File: config.mk
export PLATFORM = sky130hd
export DESIGN_NAME = alu_req_arbiter
export DESIGN_NICKNAME = d
export VERILOG_FILES = /design/src/rtl/alu_pkg.sv /design/src/rtl/alu_exec_unit.sv /design/src/rtl/alu_req_arbiter.sv
export SDC_FILE = /design/constraint.sdc
export NUM_CORES = 1
export LEC_CHECK = 0
export BUFFER_PORTS_ARGS = -buffer_cell sky130_fd_sc_hd__buf_2
export CAP_MARGIN = 20
export CORE_AREA = 2 2 129 144
export DETAILED_ROUTE_END_ITERATION = 10
export DIE_AREA = 0 0 131 146
export GPL_ROUTABILITY_DRIVEN = 0
export HOLD_SLACK_MARGIN = 0.08
export PLACE_DENSITY = 0.63
export SYNTH_ARGS = -nofsm -noshare
export SYNTH_HDL_FRONTEND = slang
export SYNTH_SLANG_ARGS = --single-unit
File: constraint.sdc
create_clock -name clk -period 23.7 [get_ports clk]
set_clock_uncertainty 0.1 [all_clocks]
set_input_delay 4.74 -clock clk [delete_from_list [all_inputs] [get_ports clk]]
set_output_delay 4.74 -clock clk [all_outputs]
set_load 0.01 [all_outputs]
File: src/rtl/alu_pkg.sv
// Shared types and constants for the two-requester ALU front end and its
// combinational execution unit.
package alu_pkg;

    localparam int MAX_LAT = 15;
    localparam int CNT_W   = $clog2(MAX_LAT + 1);

    localparam logic SEL_ARITH = 1'b0;
    localparam logic SEL_LOGIC = 1'b1;

    typedef enum logic [1:0] {add, sub, mul, div} arith_operation;
    typedef enum logic [1:0] {nand_op, nor_op, not_op, xor_op} logic_operation;
    typedef enum logic [1:0] {IDLE, EXEC, RESP} arb_state_t;

    typedef struct packed {
        logic       sel;
        logic [1:0] operation;
        logic [7:0] data1;
        logic [7:0] data2;
    } alu_cmd_t;

    // Execute cycles L for a command; only mul and div take longer than one.
    function automatic logic [CNT_W-1:0] exec_cycles(input alu_cmd_t cmd,
                                                     input logic [CNT_W-1:0] mul_lat,
                                                     input logic [CNT_W-1:0] div_lat);
        exec_cycles = CNT_W'(1);
        if (cmd.sel == SEL_ARITH) begin
            if (cmd.operation == mul)
                exec_cycles = mul_lat;
            else if (cmd.operation == div)
                exec_cycles = div_lat;
        end
    endfunction

endpackage

File: src/rtl/alu_exec_unit.sv
// Purely combinational 8-bit arithmetic/logic datapath producing a 16-bit result.
module alu_exec_unit
    import alu_pkg::*;
(
    input  alu_cmd_t    cmd,
    output logic [15:0] result
);

    always_comb begin
        // NOTE: default assignment first so every path drives result and no latch is inferred.
        result = 16'h0000;
        if (cmd.sel == SEL_ARITH) begin
            case (arith_operation'(cmd.operation))
                add: result = {7'b0, {1'b0, cmd.data1} + {1'b0, cmd.data2}};
                sub: result = {8'b0, cmd.data1} - {8'b0, cmd.data2};
                mul: result = {8'b0, cmd.data1} * {8'b0, cmd.data2};
                div: begin
                    if (cmd.data2 == 8'h00)
                        result = 16'hFFFF;
                    else
                        result = {cmd.data1 % cmd.data2, cmd.data1 / cmd.data2};
                end
                default: result = 16'h0000;
            endcase
        end else begin
            case (logic_operation'(cmd.operation))
                nand_op: result = {8'h00, ~(cmd.data1 & cmd.data2)};
                nor_op:  result = {8'h00, ~(cmd.data1 | cmd.data2)};
                not_op:  result = {8'h00, ~cmd.data1};
                xor_op:  result = {8'h00, cmd.data1 ^ cmd.data2};
                default: result = 16'h0000;
            endcase
        end
    end

endmodule

File: src/rtl/alu_req_arbiter.sv
// Round-robin front end: grants one of two requesters, runs the op for its
// fixed latency on the shared execution unit, then holds the response until taken.
module alu_req_arbiter
    import alu_pkg::*;
#(
    parameter int DIV_LAT = 4,
    parameter int MUL_LAT = 2
) (
    input  logic        clk,
    input  logic        rst,
    input  logic [1:0]  req_valid,
    output logic [1:0]  req_ready,
    input  logic        req0_arith_logic_sel,
    input  logic [1:0]  req0_operation,
    input  logic [7:0]  req0_data1,
    input  logic [7:0]  req0_data2,
    input  logic        req1_arith_logic_sel,
    input  logic [1:0]  req1_operation,
    input  logic [7:0]  req1_data1,
    input  logic [7:0]  req1_data2,
    output logic        rsp_valid,
    input  logic        rsp_ready,
    output logic        rsp_id,
    output logic [15:0] rsp_data,
    output logic        busy
);

    localparam logic [CNT_W-1:0] MUL_L = CNT_W'(MUL_LAT);
    localparam logic [CNT_W-1:0] DIV_L = CNT_W'(DIV_LAT);

    arb_state_t       state, state_next;
    alu_cmd_t         cmd0, cmd1, cmd_q, cmd_sel;
    logic             grant, id_q, last_grant;
    logic [CNT_W-1:0] cnt;
    logic [15:0]      exec_data;

    assign cmd0 = '{sel: req0_arith_logic_sel, operation: req0_operation,
                    data1: req0_data1, data2: req0_data2};
    assign cmd1 = '{sel: req1_arith_logic_sel, operation: req1_operation,
                    data1: req1_data1, data2: req1_data2};

    // A lone requester always wins; on a tie the one not served last wins.
    assign grant   = req_valid[1] & (~req_valid[0] | ~last_grant);
    assign cmd_sel = grant ? cmd1 : cmd0;

    alu_exec_unit u_exec (
        .cmd    (cmd_q),
        .result (exec_data)
    );

    always_ff @(posedge clk) begin
        // NOTE: sequential state uses non-blocking assignments only.
        if (rst)
            state <= IDLE;
        else
            state <= state_next;
    end

    always_comb begin
        state_next = state;
        unique case (state)
            IDLE:    if (|req_valid) state_next = EXEC;
            EXEC:    if (cnt == '0)  state_next = RESP;
            RESP:    if (rsp_ready)  state_next = IDLE;
            default: state_next = IDLE;
        endcase
    end

    always_comb begin
        req_ready = 2'b00;
        if (state == IDLE && !rst && |req_valid)
            req_ready[grant] = 1'b1;
        rsp_valid = (state == RESP);
        busy      = (state != IDLE);
    end

    always_ff @(posedge clk) begin
        if (rst) begin
            cmd_q      <= '0;
            id_q       <= 1'b0;
            cnt        <= '0;
            rsp_data   <= 16'h0000;
            rsp_id     <= 1'b0;
            last_grant <= 1'b1;
        end else begin
            unique case (state)
                IDLE: begin
                    if (|req_valid) begin
                        cmd_q <= cmd_sel;
                        id_q  <= grant;
                        cnt   <= exec_cycles(cmd_sel, MUL_L, DIV_L) - CNT_W'(1);
                    end
                end
                EXEC: begin
                    if (cnt == '0) begin
                        rsp_data <= exec_data;
                        rsp_id   <= id_q;
                    end else begin
                        cnt <= cnt - CNT_W'(1);
                    end
                end
                RESP: if (rsp_ready) last_grant <= rsp_id;
                default: ;
            endcase
        end
    end

endmodule

### Yosys cells after proc, flatten, opt, wreduce, memory -nomap -nowiden

Cells that the tools add are included.

| operators by class | value |
|---|---|
| divide/modulo/power cells | 2 |
| $mul | 1 |
| bitwise logic cells | 10 |
| reductions and logical operators | 16 |
| $lt $le $gt $ge | 2 |
| add/sub/neg operators | 4 |
| multiplexer cells | 21 |
| equal/unequal tests | 11 |

Operator list:

| cell | number |
|---|---|
| 16-bit one-hot mux with 4 select lines | 2 |
| 16-bit 2-to-1 mux | 2 |
| 8-bit NOT | 3 |
| 4-bit 2-to-1 mux | 5 |
| 19-bit 2-to-1 mux | 1 |
| 8-bit by 8-bit multiplier with 16-bit output | 1 |
| 2-bit equality test (second input constant) | 5 |
| 8-bit by 8-bit adder with 9-bit output | 1 |
| 3-bit 2-to-1 mux | 3 |
| 8-bit by 8-bit subtractor with 9-bit output | 1 |
| 8-bit bitwise AND | 1 |
| 8-bit by 8-bit divider with 8-bit output | 1 |
| 8-bit zero test | 1 |
| 8-bit by 8-bit remainder unit with 8-bit output | 1 |
| 2-bit 2-to-1 mux | 4 |
| 8-bit bitwise OR | 1 |
| 4-bit one-hot mux with 2 select lines | 1 |
| 4-bit by 1-bit subtractor with 4-bit output (second input constant) | 2 |
| 8-bit bitwise XOR | 1 |
| 2-bit one-hot mux with 3 select lines | 1 |
| 2-bit AND reduction | 3 |
| 3-bit AND reduction | 2 |
| 2-bit by 1-bit equality test with 1-bit output (second input constant) | 2 |
| 2-bit zero test | 2 |
| other kinds (14) | 20 |

| storage, ports and cells | value |
|---|---|
| bits of input ports | 43 |
| register bits | 44 |
| output and inout port bits | 21 |
| word-level logic and storage cells | 77 |

### Longest topological paths before layout

| logic depth | value |
|---|---|
| depth in word-level cells | 14 |
| mapped depth | 50 |
| gate-level depth less buffers | 48 |

### Modules after synthesis

A second synthesis with hierarchy kept.

| second synthesis, totals | value |
|---|---|
| cells, all modules | 892 |
| area, all modules | 7069.3 µm² |

Modules (own cells, without submodules):

| module | seq. area each (µm²) | instances | cells each | area each (µm²) |
|---|---|---|---|---|
| alu_exec_unit | 0.0 | 1 | 681 | 5207.5 |
| alu_req_arbiter | 880.8 | 1 | 211 | 1861.8 |

### Worst setup path before layout

No wires, ideal clock.

| timing path | value |
|---|---|
| kind | input -> output |
| start point | input req_valid[1] |
| end point | output req_ready[1] |
| required time | 18.860 ns |
| setup slack | 12.939 ns |
| path buffers | 1 |
| arrival | 5.921 ns |
| stages on the path | 3 |
| cell sequence | a21boi_1 -> clkbuf_1 -> nor3b_1 |

| on the way | value |
|---|---|
| word-level cells in the longest chain between the ends | 6 |
| elaborated cells between the ends (all ways) | 9 |
| those cells by class | order compare (2); mux (3); bitwise (1); reduce/logical (3) |

Ends and longest elaborated chain:

| what | line | RTL |
|---|---|---|
| start: declaration | alu_req_arbiter.sv:11 | `input logic [1:0] req_valid,` |
| 1-bit bitwise AND | alu_req_arbiter.sv:43 | `assign grant = req_valid[1] & (~req_valid[0] \| ~last_grant);` |
| 1-bit by 2-bit less-than comparator with 1-bit output (not written as such) or 1-bit greater-or-equal comparator (tied branches) | alu_req_arbiter.sv:72 | `req_ready[grant] = 1'b1;` |
| 1-bit logical AND (not written as such) | alu_req_arbiter.sv:72 |  |
| 1-bit 2-to-1 mux (not written as such) | alu_req_arbiter.sv:72 |  |
| 1-bit demux with 1-bit select | alu_req_arbiter.sv:72 |  |
| 2-bit 2-to-1 mux (*) | alu_req_arbiter.sv:71 | `if (state == IDLE && !rst && \|req_valid)` |
| end: declaration | alu_req_arbiter.sv:12 | `output logic [1:0] req_ready,` |

Mark *: on every way between the ends. The rest lies on a longest branch, timed or not.

### Worst setup path after layout

| timing path | value |
|---|---|
| start point | register cmd_q[7] (netlist bit) |
| end point | register rsp_data[8] |

| on the way | value |
|---|---|
| word-level cells in the longest chain between the ends | 4 |
| elaborated cells between the ends (all ways) | 8 |
| those cells by class | add/sub (2); mul (1); div (1); mux (3); reduce/logical (1) |

Ends and longest elaborated chain:

| what | line | RTL |
|---|---|---|
| start: declaration | alu_req_arbiter.sv:32 | `alu_cmd_t cmd0, cmd1, cmd_q, cmd_sel;` |
| start signal: assignment | alu_req_arbiter.sv:89 | `cmd_q <= cmd_sel;` |
| 8-bit by 8-bit remainder unit with 8-bit output or 8-bit zero test (tied branches) | alu_exec_unit.sv:21, alu_exec_unit.sv:18 |  |
| 16-bit 2-to-1 mux | alu_exec_unit.sv:18 | `if (cmd.data2 == 8'h00)` |
| 16-bit one-hot mux with 4 select lines (*) | alu_exec_unit.sv:13 | `case (arith_operation'(cmd.operation))` |
| 16-bit 2-to-1 mux (*) | alu_exec_unit.sv:12 | `if (cmd.sel == SEL_ARITH) begin` |
| end signal: assignment | alu_req_arbiter.sv:96 | `rsp_data <= exec_data;` |
| end: declaration | alu_req_arbiter.sv:24 | `output logic [15:0] rsp_data,` |

Marked as above.
A chain may end at the register's enable or synchronous reset.

==> impl_metrics.env <==
export IMPL_status="finished, final reports clean"
export IMPL_fmax_mhz=79.8
export IMPL_wl_per_cell_um=17.0
export IMPL_drtIter0Drc=415
export IMPL_grt_max_degree=60
export IMPL_vias=6565
export IMPL_num_rows=51
export IMPL_drive_above_1_share_pct=11.4
export IMPL_synth_edf_count=0
export IMPL_synthArstFlopShare_pct=0
export IMPL_cts_buffer_depth=2
export IMPL_synthAdderAreaFrac_pct=29.2
export IMPL_fin_area_um2=7660
export IMPL_final_fill_count=1797
export IMPL_drv_slew=0
export IMPL_slew_headroom_pct=29.1
export IMPL_syn_cell_area_um2=6970
export IMPL_hold_viol_final=0
export IMPL_drt_first_pass_iters=5
export IMPL_synth_area_leaders="ha_1, dfxtp_1, fa_1"
export IMPL_die_h_um=146
export IMPL_antenna_left=0
export IMPL_yosys_warnings=0
export IMPL_root_buffer="clkbuf_16"
export IMPL_antennaDiodeCount=0
export IMPL_yosys_area_share_simple_pct=17.5
export IMPL_synth_xor_area_share_pct=4.27
export IMPL_cts_hold_buf=0
export IMPL_synthCells=891
export IMPL_placedInstanceArea_um2=7490
export IMPL_clkSinkCount=44
export IMPL_cpMostUsedCell="ha_1"
export IMPL_post_cts_buffers=0
export IMPL_ys_types=68
export IMPL_syn_to_final_growth_pct=9.91
export IMPL_final_nets=1110
export IMPL_drc=0
export IMPL_post_cts_resized=0
export IMPL_timing_final_crit_share_pct=52.9
export IMPL_tritoncts="built"
export IMPL_die_area_um2=19100
export IMPL_setup_viol=0
export IMPL_cp_required_ps=23800
export IMPL_tightest_slew_ps=1060
export IMPL_via_per_inst=5.63
export IMPL_syn_nets=1073
export IMPL_start_util_pct=39.7
export IMPL_core_area_um2=17500
export IMPL_top_layer="met4"
export IMPL_critPathKind="flip-flop to flip-flop"
export IMPL_clk_pin_slew_ps=70
export IMPL_worstSetupStartpointType="flip-flop"
export IMPL_gr_total_overflow=0
export IMPL_numCtsBuffers=5
export IMPL_fin_tns_setup_ps=0
export IMPL_crit_slowest_cell="nor4_2"
export IMPL_post_route_min_period_ps=12530
export IMPL_cp_max_fo=15
export IMPL_cpLargestDelayFamily="compound AO/OA/AOI/OAI gates"
export IMPL_critPathMaxStageDelay_ps=570
export IMPL_ys_seq_area_share_pct=12.6
export IMPL_synth_top_family_by_area="adder cells"
export IMPL_ff_latch_area_um2=882
export IMPL_grt_pass1_vias=6307
export IMPL_multiInputGateArea_um2=5630
export IMPL_crit_path_end_kind="flip-flop"
export IMPL_synth_compound_area_share_pct=24.1
export IMPL_wl_met1_um=8670
export IMPL_io_pins=64
export IMPL_met3_length_um=887
export IMPL_synthFlopType="dfxtp_1"
export IMPL_rsz0062_at_grt="no"
export IMPL_io_buffer_count=63
export IMPL_ys_ff_latch=44
export IMPL_grt_antenna_before_repair=0
export IMPL_wl_met2_um=9420
export IMPL_crit_buf_inv=2
export IMPL_yosys_area_top_type="ha_1"
export IMPL_synth_area_mux_share_pct=5.71
export IMPL_grtUsageTotal_pct=21.3
export IMPL_arrival_ps=12630
export IMPL_maxCapViolCount=0
export IMPL_synth_area_per_cell_um2=7.82
export IMPL_hp_class="flip-flop to flip-flop"
export IMPL_dp_hpwl_um=15700
export IMPL_grt_pass1_wl_um=32400
export IMPL_clkLatencyLatePin_ps=290
export IMPL_die_x_um=131
export IMPL_cts_max_level=2
export IMPL_netlist_area_leader_share_pct=18.0
export IMPL_drt_total_wl_um=19800
-- cells by family after synthesis --
group,after synthesis
AO/OA/AOI/OAI,250
AND/OR/NAND/NOR,269
adder cells (fa/ha/maj),139
XOR/XNOR,34
flip-flops,44
multiplexers,33
buffers and inverters,122
-- cell type report --
cell class	count	area share [%]
multi-input combinational	725	73.5
timing repair buffer	70	4.80
clock inverter	3	0.604
sequential	44	11.5
clock buffer	5	1.63
inverter	82	4.02
tap	238	3.89
-- registers in the layout, indices dropped and copies added, names as in the netlist --
register    cells
cmd_q          19
rsp_data       16
cnt             4
state           2
id_q            1
last_grant      1
rsp_id          1
-- through the flow --
stage / utilization, % / setup slack, ps / hold WS, ps / cells
after floorplan: - / 12940 / 312 / 891
after global placement: 42.7 / 11740 / 334 / 1159
after detailed placement: 42.7 / 11330 / 329 / 1159
after CTS: 43.7 / 11300 / 341 / 1167
after global routing: 43.7 / 10220 / 371 / 1167
final: 43.7 / 11170 / 343 / 1167
-- path summary, 6_finish.rpt --
path / startpoint / end / slack (ps) / depth (start not counted)
max: cmd_q[7]$_SDFFE_PP0P_ / rsp_data[8]$_SDFFE_PP0P_ / 11170 / 46
min: cnt[3]$_SDFFE_PP0P_ / cnt[3]$_SDFFE_PP0P_ / 340 / 2
max reg2reg: cmd_q[7]$_SDFFE_PP0P_ / rsp_data[8]$_SDFFE_PP0P_ / 11170 / 46
min reg2reg: cnt[3]$_SDFFE_PP0P_ / cnt[3]$_SDFFE_PP0P_ / 340 / 2
-- worst min-delay path, cell delays in order (launching register included) --
cell and delay (ps):
dfxtp_1 310, nand2_1 50, a21oi_1 30
-- cell usage in the layout, fill, tap and decap left out, drive strengths merged, types with 5 or more instances in the layout --
cell,Yosys,routed
a211o,6,6
a211oi,37,37
a21o,11,11
a21oi,67,67
a221oi,7,7
and2,5,5
and3,5,5
buf,7,70
clkbuf,33,5
dfxtp,44,44
fa,39,39
ha,100,100
inv,81,82
mux2i,25,25
nand2,69,69
nand2b,8,8
nand3,12,12
nor2,110,110
nor2b,13,13
nor3,15,15
o211ai,11,11
o21a,12,12
o21ai,48,48
o21bai,5,5
o22ai,6,6
o31ai,5,5
or2,6,6
or3,11,11
xnor2,27,27
xor2,7,7
-- per-layer routing --
metal	up-vias	GRT usage [%]
met2	207	34.9
met4	0	8.40
met3	51	1.80
li1	3214	-
met5	-	0
met1	3093	28.6
-- Yosys cell counts, types with 4 or more instances --
cell type,n
ha_1,100
inv_1,81
a21o_1,11
nor3_1,15
and2_1,5
or2_2,6
mux4_2,4
o22ai_1,6
a221oi_1,7
o221ai_1,4
and3_1,5
o21a_1,12
xor2_1,7
nor2_1,110
nor3b_1,4
or3_1,11
o211ai_1,11
a211o_1,6
o31ai_1,5
xnor2_1,27
nand2b_1,8
nand3_1,12
mux2i_1,24
a21oi_1,66
nor2b_1,13
buf_1,4
clkbuf_1,33
nand2_1,69
mux2_2,4
dfxtp_1,44
o21bai_1,5
fa_1,39
o21ai_0,48
a211oi_1,35
Power is not shown: default switching activity piles up to over one toggle a cycle in this logic, so the estimate is an artifact.
